==> src/rtl/snac_db15_reader.sv <==
// SNAC DB15 serial front end: clocks two chained 12-bit PISO registers on the
// user port and publishes two active-high joystick words once per frame.
module snac_db15_reader #(
   parameter int CLK_DIV  = 20,
   parameter int POLL_GAP = 1000
) (
   input  logic        clk,
   input  logic        reset_n,
   output logic        joy_clk,
   output logic        joy_load,
   input  logic        joy_data,
   output logic [15:0] joystick1,
   output logic [15:0] joystick2,
   output logic        frame_done,
   output logic [2:0]  state_dbg
);

   localparam int DW = $clog2(CLK_DIV);
   localparam int GW = (POLL_GAP > 1) ? $clog2(POLL_GAP) : 1;
   localparam logic [DW-1:0] DIV_LAST = DW'(CLK_DIV - 1);
   localparam logic [GW-1:0] GAP_LAST = GW'(POLL_GAP - 1);
   localparam logic [4:0]    IDX_LAST = 5'd23;

   typedef enum logic [2:0] {
      ST_IDLE     = 3'd0,
      ST_LOAD     = 3'd1,
      ST_SETUP    = 3'd2,
      ST_SHIFT_LO = 3'd3,
      ST_SHIFT_HI = 3'd4
   } state_t;

   state_t        state;
   logic [DW-1:0] div;
   logic [GW-1:0] gap;
   logic [4:0]    idx;
   logic [23:0]   shreg;
   logic [1:0]    sync_q;
   logic          tick;

   assign tick      = (div == DIV_LAST);
   assign state_dbg = state;

   always_ff @(posedge clk or negedge reset_n) begin
      if (!reset_n) begin
         div <= '0;
      end else if (tick) begin
         div <= '0;
      end else begin
         div <= div + 1'b1;
      end
   end

   // joy_data is asynchronous to clk; only sync_q[1] is ever sampled.
   always_ff @(posedge clk or negedge reset_n) begin
      if (!reset_n) begin
         sync_q <= 2'b00;
      end else begin
         sync_q <= {sync_q[0], joy_data};
      end
   end

   always_ff @(posedge clk or negedge reset_n) begin
      if (!reset_n) begin
         state      <= ST_IDLE;
         gap        <= '0;
         idx        <= '0;
         shreg      <= '0;
         joy_clk    <= 1'b0;
         joy_load   <= 1'b1;
         joystick1  <= '0;
         joystick2  <= '0;
         frame_done <= 1'b0;
      end else begin
         frame_done <= 1'b0;
         if (tick) begin
            case (state)
               ST_IDLE: begin
                  if (gap == GAP_LAST) begin
                     gap      <= '0;
                     joy_load <= 1'b0;
                     state    <= ST_LOAD;
                  end else begin
                     gap <= gap + 1'b1;
                  end
               end
               ST_LOAD: begin
                  joy_load <= 1'b1;
                  state    <= ST_SETUP;
               end
               ST_SETUP: begin
                  idx   <= '0;
                  state <= ST_SHIFT_LO;
               end
               // Sample on the last clk before joy_clk rises.
               ST_SHIFT_LO: begin
                  shreg[idx] <= sync_q[1];
                  joy_clk    <= 1'b1;
                  state      <= ST_SHIFT_HI;
               end
               ST_SHIFT_HI: begin
                  joy_clk <= 1'b0;
                  if (idx == IDX_LAST) begin
                     joystick1  <= {4'b0000, ~shreg[11:0]};
                     joystick2  <= {4'b0000, ~shreg[23:12]};
                     frame_done <= 1'b1;
                     state      <= ST_IDLE;
                  end else begin
                     idx   <= idx + 1'b1;
                     state <= ST_SHIFT_LO;
                  end
               end
               default: begin
                  joy_clk  <= 1'b0;
                  joy_load <= 1'b1;
                  state    <= ST_IDLE;
               end
            endcase
         end
      end
   end

endmodule
==> config.mk <==
export PLATFORM = sky130hd
export DESIGN_NAME = snac_db15_reader
export DESIGN_NICKNAME = d
export VERILOG_FILES = /design/src/rtl/snac_db15_reader.sv
export SDC_FILE = /design/constraint.sdc
export NUM_CORES = 1
export LEC_CHECK = 0
export CORE_MARGIN = 5
export CORE_UTILIZATION = 38
export CTS_CLUSTER_DIAMETER = 100
export CTS_CLUSTER_SIZE = 25
export DETAILED_ROUTE_END_ITERATION = 6
export DONT_BUFFER_PORTS = 1
export PLACE_DENSITY = 0.5
export SETUP_SLACK_MARGIN = 0.15
export SYNTH_ARGS = -nofsm -noshare
export SYNTH_HDL_FRONTEND = slang
export SYNTH_SLANG_ARGS = --single-unit
==> constraint.sdc <==
create_clock -name clk -period 2.2 [get_ports clk]
set_clock_uncertainty 0.15 [all_clocks]
set_input_delay 0.22 -clock clk [delete_from_list [all_inputs] [get_ports clk]]
set_output_delay 0.22 -clock clk [all_outputs]
set_load 0.03 [all_outputs]
==> After elaboration in Yosys (flattened, before gate mapping) <==
Index checks and enable logic that the tools add are counted.
{ "word_totals": {"reg_bits": 76, "in_bits": 3, "out_inout_bits": 38, "wordCells": 57} }
{ "op_classes": {"n_addsub": 3, "magnitude_cmp": 2, "n_eq_ne": 9, "n_mux": 16, "bitwise_logic": 4, "n_reduce_logical": 12} }
{ "op_table": {"columns": ["operator", "count"], "rows": [
  ["$bwmux W24", 1],
  ["$not A12 Y12", 2],
  ["$pmux W3 S5", 1],
  ["$add A10 B1 Y10 const B", 1],
  ["$add A5 B1 Y5 const B", 2],
  ["$eq A10 B10 Y1 const B", 1],
  ["$eq A5 B5 Y1 const B", 2],
  ["$mux W10", 1],
  ["$mux W5", 2],
  ["$pmux W5 S2", 1],
  ["$reduce_and A3 Y1", 3],
  ["$reduce_and A2 Y1", 4],
  ["$eq A3 B2 Y1 const B", 2],
  ["$lt A5 B6 Y1 const B", 1],
  ["$reduce_or A3 Y1", 2],
  ["$demux W1 S5", 1],
  ["$ge A5 B1 Y1 const B", 1],
  ["$mux W1", 5],
  ["$ne A2 B2 Y1 const B", 2],
  ["$pmux W1 S2", 2],
  ["$eq A3 B1 Y1 const B", 1],
  ["$eq A3 B3 Y1 const B", 1],
  ["$logic_not A3 Y1", 1],
  ["$mux W3", 1],
  ["other kinds (4)", 5]
]} }

==> Depth between registers and ports, before layout <==
{ "logic_depth": {"depth_word": 5, "mapped_depth": 7} }

==> Worst setup path after synthesis <==
No wires, ideal clock.
{ "synth_path": {"path_kind": "register -> register", "start": "register state[0] (netlist: state_dbg[0])", "end": "register shreg[3]", "setup_ns": 0.127, "arrival_ns": 1.616, "required_ns": 1.923, "path_slack_ns": 0.307, "stages_incl_launch_ff": 7, "n_path_buf": 2, "cell_sequence": "dfrtp_1 > buf_4 > nor2b_1 > and4_1 > buf_2 > nand2_1 > mux2_1"} }
{ "synth_between": {"elab_chain_len": 2} }
{ "synth_lines": {"columns": ["item", "line", "source"], "rows": [
  ["from (decl)", "32", "state_t state;"],
  ["from (signal assigned)", "64", "state <= ST_IDLE;"],
  ["from (signal assigned)", "81", "state <= ST_LOAD;"],
  ["from (signal assigned)", "88", "state <= ST_SETUP;"],
  ["$eq A3 B2 Y1", "76", "case (state)"],
  ["$reduce_and A2 Y1 (no line)", null, null],
  ["to (signal, indexed assignment)", "96", "shreg[idx] <= sync_q[1];"],
  ["to (decl)", "36", "logic [23:0] shreg;"]
]} }
Every way passes these cells.
A chain may end at the register's enable or synchronous reset.

==> Worst setup path in the final report <==
{ "layout_path": {"start": "register div[0]", "end": "register shreg[3]"} }
{ "layout_between": {"elab_chain_len": 2} }
{ "layout_lines": {"columns": ["item", "line", "source"], "rows": [
  ["from (decl)", "33", "logic [DW-1:0] div;"],
  ["from (signal assigned)", "49", "div <= div + 1'b1;"],
  ["$eq A5 B5 Y1", "40", "assign tick = (div == DIV_LAST);"],
  ["$reduce_and A2 Y1 (no line)", null, null]
]} }
Every way passes these cells.

==> implementation parameters <==
Parameter                              Value

Status
  Status ... complete, but fails checks
  Violations in the final reports ... hold timing

Drt
  Number of routed nets with antenna violations ... 0
  Routed WL per cell ... about 15 um
  DR WL met3 ... ~390 um
  Total detailed-routing wirelength ... about 6.5 mm
  Vias post-DR ... approximately 2,200
  Number of DRC markers after the initial detailed-route iteration ... 86
  Total length of routed met2 wires ... around 3 mm
  Highest metal layer used by the detailed router ... met4
  Vias per inst ... ~5
  DRC errors left ... 0
  Router iterations before antenna repair ... 4
  Routed metal-1 wirelength ... just over 3 mm

Clock tree
  Total clock buffers created by CTS ... 9
  TritonCTS clock tree ... built
  Number of clock sinks seen by CTS ... between 70 and 80
  Clock Path Buffers ... 2
  Clock Latency Late Sink ... 350 ps
  Clock tree root driver cell ... sky130_fd_sc_hd__clkbuf_8
  H-Tree Level Count ... 3
  Hold_buf cts ... 1
  Reg clk slew, reported paths ... 80 ps

Power
  Leakage Power ... roughly 1.7 nW
  Overall Power ... 2.456 mW
  Worst supply voltage drop on vdd ... around 0.00030 V
  Power Dens Cells ... 656.6 nW/um^2

Timing
  Relative max-transition margin ... around 54%
  Final sum of negative setup slack ... 0 ps
  Least-Margin Pin Slew ... ~700 ps
  Final setup violation count ... 0
  Fin. max-slew vios ... 0
  Post-Route Hold Slack ... -591.1 ps
  Minimum clock period after layout ... ~1900 ps
  Final period utilization ... 87.66%
  Setup repair after global routing missed its margin ... false
  Maximum clock rate ... between 500 and 600 MHz
  Number of hold violations in the final report ... between 70 and 80

Layout
  Area growth from synthesis to final layout ... 7.789%
  Share of post-route cells with drive strength above 1 ... ~18%
  Net count reported at finish ... ~330
  Fin cells ... approximately 440
  Antenna diode instance count ... 0

Critical path
  CP max-delay cell ... sky130_fd_sc_hd__dfrtp_1
  Depth of the worst register-to-register path ... 5
  Reg-to-reg setup timing slack ... ~270 ps
  Crit-path leading delay family ... simple AND/OR/NAND/NOR gates
  Arrival time of data at the critical path endpoint ... 2010 ps
  Timing startpoint of the critical path ... div[0]
  Crit path buf inv count ... 0
  Max Fanout on Critical Path ... 6
  Critical register-to-register path endpoint ... shreg[3]
  Critical path class ... register to register
  Critical Path RT ... 2280 ps
  CP max stage delay ... between 300 and 400 ps
  Nature of the critical path endpoint ... register
  Crit-path cells ... ha_2, and4bb_2, and4_1, nand2_1, mux2_1
  Startpoint types ... register
  Critical R2R Launch ... div[0]

Synth
  Yosys top cell area share ... between 50% and 60%
  Sequential cell area fraction in the yosys report ... 54.85%
  Register bit count reported by yosys ... 76
  Number of enable-type register cells in the synthesized netlist ... 0
  Total standard cell area after synthesis ... 3470 sq um
  Average size of a mapped cell ... about 11 sq um
  Most instantiated flip-flop cell in the synthesis netlist ... sky130_fd_sc_hd__dfrtp_1
  Ys Warns ... 0
  FFs w/ async S/R, synth ... 100.0%
  Leading post-synthesis cells by cell area ... sky130_fd_sc_hd__dfrtp_1 54%, sky130_fd_sc_hd__mux2_2 7.5%, sky130_fd_sc_hd__nand2_1 6.8%
  Cells after synthesis ... around 320
  Area leader, netlist ... sky130_fd_sc_hd__dfrtp_1
  Unique cell type count in the Yosys netlist ... 47

Floorplanning
  Area of the core region ... between 8000 and 9000 sq um
  Initial core utilization ... about 39%
  Io pins ... just over 40
  Height of the die ... around 110 um
  DIE AREA ... approximately 11,000 sq um
  Die W ... 105.6 um
  Row count ... 34

Place
  Number of I/O port buffers ... 0
  Global placer's final weighted congestion ... between 0.7 and 0.8
  Placed cell count ... 420
  Post-DP HPWL ... approximately 4.4 mm

Flow run
  Number of violations of the max-capacitance limit ... 0

GRT
  Initial antenna violation count ... 0
  Global-route total usage across every layer ... approximately 13%
  Via count of the first global-routing pass ... between 2,000 and 2,500
  First-pass GRT wire length ... around 11 mm
  Largest net degree at the start of global routing ... 77
  Total congestion overflow ... 0

Worst hold path
  Class of the tightest hold or removal check ... primary input to async pin
## synth_stat cells (3+ instances only)
cell type                  count
sky130_fd_sc_hd__nand2_1      63
sky130_fd_sc_hd__clkbuf_1      8
sky130_fd_sc_hd__a21oi_1       7
sky130_fd_sc_hd__buf_4         9
sky130_fd_sc_hd__buf_2         9
sky130_fd_sc_hd__o21ai_0      34
sky130_fd_sc_hd__dfrtp_1      75
sky130_fd_sc_hd__nand3_1      12
sky130_fd_sc_hd__nor3_1        4
sky130_fd_sc_hd__nor2_1        8
sky130_fd_sc_hd__ha_1          6
sky130_fd_sc_hd__inv_1         6
sky130_fd_sc_hd__xnor2_1       5
sky130_fd_sc_hd__nor3b_1       6
sky130_fd_sc_hd__and4_1        5
sky130_fd_sc_hd__nand2b_1      4
sky130_fd_sc_hd__mux2_2       23
sky130_fd_sc_hd__nand4_1       3
## report_power, final
group / internal, mW / total (mW) / switching, mW
Sequential: 1.40 / 1.40 / 0.00603
Clock: 0.519 / 1.03 / 0.513
Combinational: 0.00158 / 0.0199 / 0.0183
Total: 1.92 / 2.46 / 0.537
## kinds of logic (layout without fill, tap and decap cells)
kind of cell,after synthesis,in the layout,synth area share [%]
AOI/OAI and AO/OA,51,51,8.367
xor gates and xnor gates,5,5,1.262
adders and majority gates,6,6,2.164
buffers and inverters,34,31,5.409
DFF,76,76,54.85
muxes,26,26,8.366
other,1,8,0.1081
and+or+nand+nor,125,125,19.47
## worst max-delay path by stage
stage / to / cells past startpoint
finish: shreg[3] / 5
global route: shreg[9] / 5
CTS: shreg[1] / 5
detailed placement: shreg[17] / 5
global placement: shreg[6] / 5
floorplan: shreg[3] / 6
## metal layers
layer	up-vias	GRT usage, %
met5	-	0
met4	0	3.608
met3	4	5.440
met2	50	19.90
met1	1037	16.54
li1	1097	-
## worst register-to-register path, cell delays in order, from the launching register on
cell                       delay (ps)
sky130_fd_sc_hd__dfrtp_1          380
sky130_fd_sc_hd__ha_2             230
sky130_fd_sc_hd__and4bb_2         280
sky130_fd_sc_hd__and4_1           370
sky130_fd_sc_hd__nand2_1          100
sky130_fd_sc_hd__mux2_1           310
## stage by stage
step	cell area (sq um)	utilization, %	worst slack (ps)	hold slack [ps]
floorplan	3496	-	306.7	-225.6
global placement	3533	40.13	242.3	-223.3
detailed placement	3533	40.13	216.5	-222.6
CTS	3732	42.38	207.7	-612.2
global route	3740	42.47	150.1	-627.0
finish	3740	42.47	271.5	-591.1
## timing repair
item / in CTS / in global routing
endpoints found under the hold margin: 77 / 76
buffers inserted: 0 / 0
gates resized for setup: 0 / 3
endpoints found under the setup margin: 0 / 34
## registers in the layout, indices dropped and copies added (netlist names)
name and count:
div 5, state_dbg 3, joystick1 12, joy_clk 1, idx 5, frame_done 1
joy_load 1, sync_q 2, gap 10, joystick2 12, shreg 24
## cell usage in the layout, fill, tap and decap left out, types with 2 or more instances in the layout
| master | Yosys | routed |
|---|---|---|
| sky130_fd_sc_hd__nand4_1 | 3 | 3 |
| sky130_fd_sc_hd__and3b_1 | 2 | 2 |
| sky130_fd_sc_hd__and3_1 | 2 | 2 |
| sky130_fd_sc_hd__ha_1 | 6 | 5 |
| sky130_fd_sc_hd__xnor2_1 | 5 | 5 |
| sky130_fd_sc_hd__clkbuf_8 | 0 | 9 |
| sky130_fd_sc_hd__conb_1 | 1 | 8 |
| sky130_fd_sc_hd__inv_1 | 6 | 6 |
| sky130_fd_sc_hd__mux2_2 | 23 | 23 |
| sky130_fd_sc_hd__a21oi_1 | 7 | 7 |
| sky130_fd_sc_hd__nor2_1 | 8 | 8 |
| sky130_fd_sc_hd__nand2_1 | 63 | 63 |
| sky130_fd_sc_hd__dfrtp_1 | 75 | 75 |
| sky130_fd_sc_hd__and2_1 | 2 | 2 |
| sky130_fd_sc_hd__and4_1 | 5 | 4 |
| sky130_fd_sc_hd__o21ai_0 | 34 | 34 |
| sky130_fd_sc_hd__mux2i_1 | 2 | 2 |
| sky130_fd_sc_hd__buf_4 | 9 | 8 |
| sky130_fd_sc_hd__nor3_1 | 4 | 4 |
| sky130_fd_sc_hd__a221o_1 | 2 | 2 |
| sky130_fd_sc_hd__nor2b_1 | 2 | 2 |
| sky130_fd_sc_hd__clkinv_2 | 0 | 2 |
| sky130_fd_sc_hd__or3_1 | 2 | 2 |
| sky130_fd_sc_hd__nand3_1 | 12 | 12 |
| sky130_fd_sc_hd__nor3b_1 | 6 | 6 |
| sky130_fd_sc_hd__nand2b_1 | 4 | 4 |
## final cells by class
class	instances	area (sq um)
clock buffer	9	123.9
clock inverter	6	65.06
fill	861	5066
inverter	6	22.52
multi-input combinational	221	1409
sequential	76	1903
tap	108	135.1
timing repair buffer	10	81.33
Power figures use the tool's default switching activity.
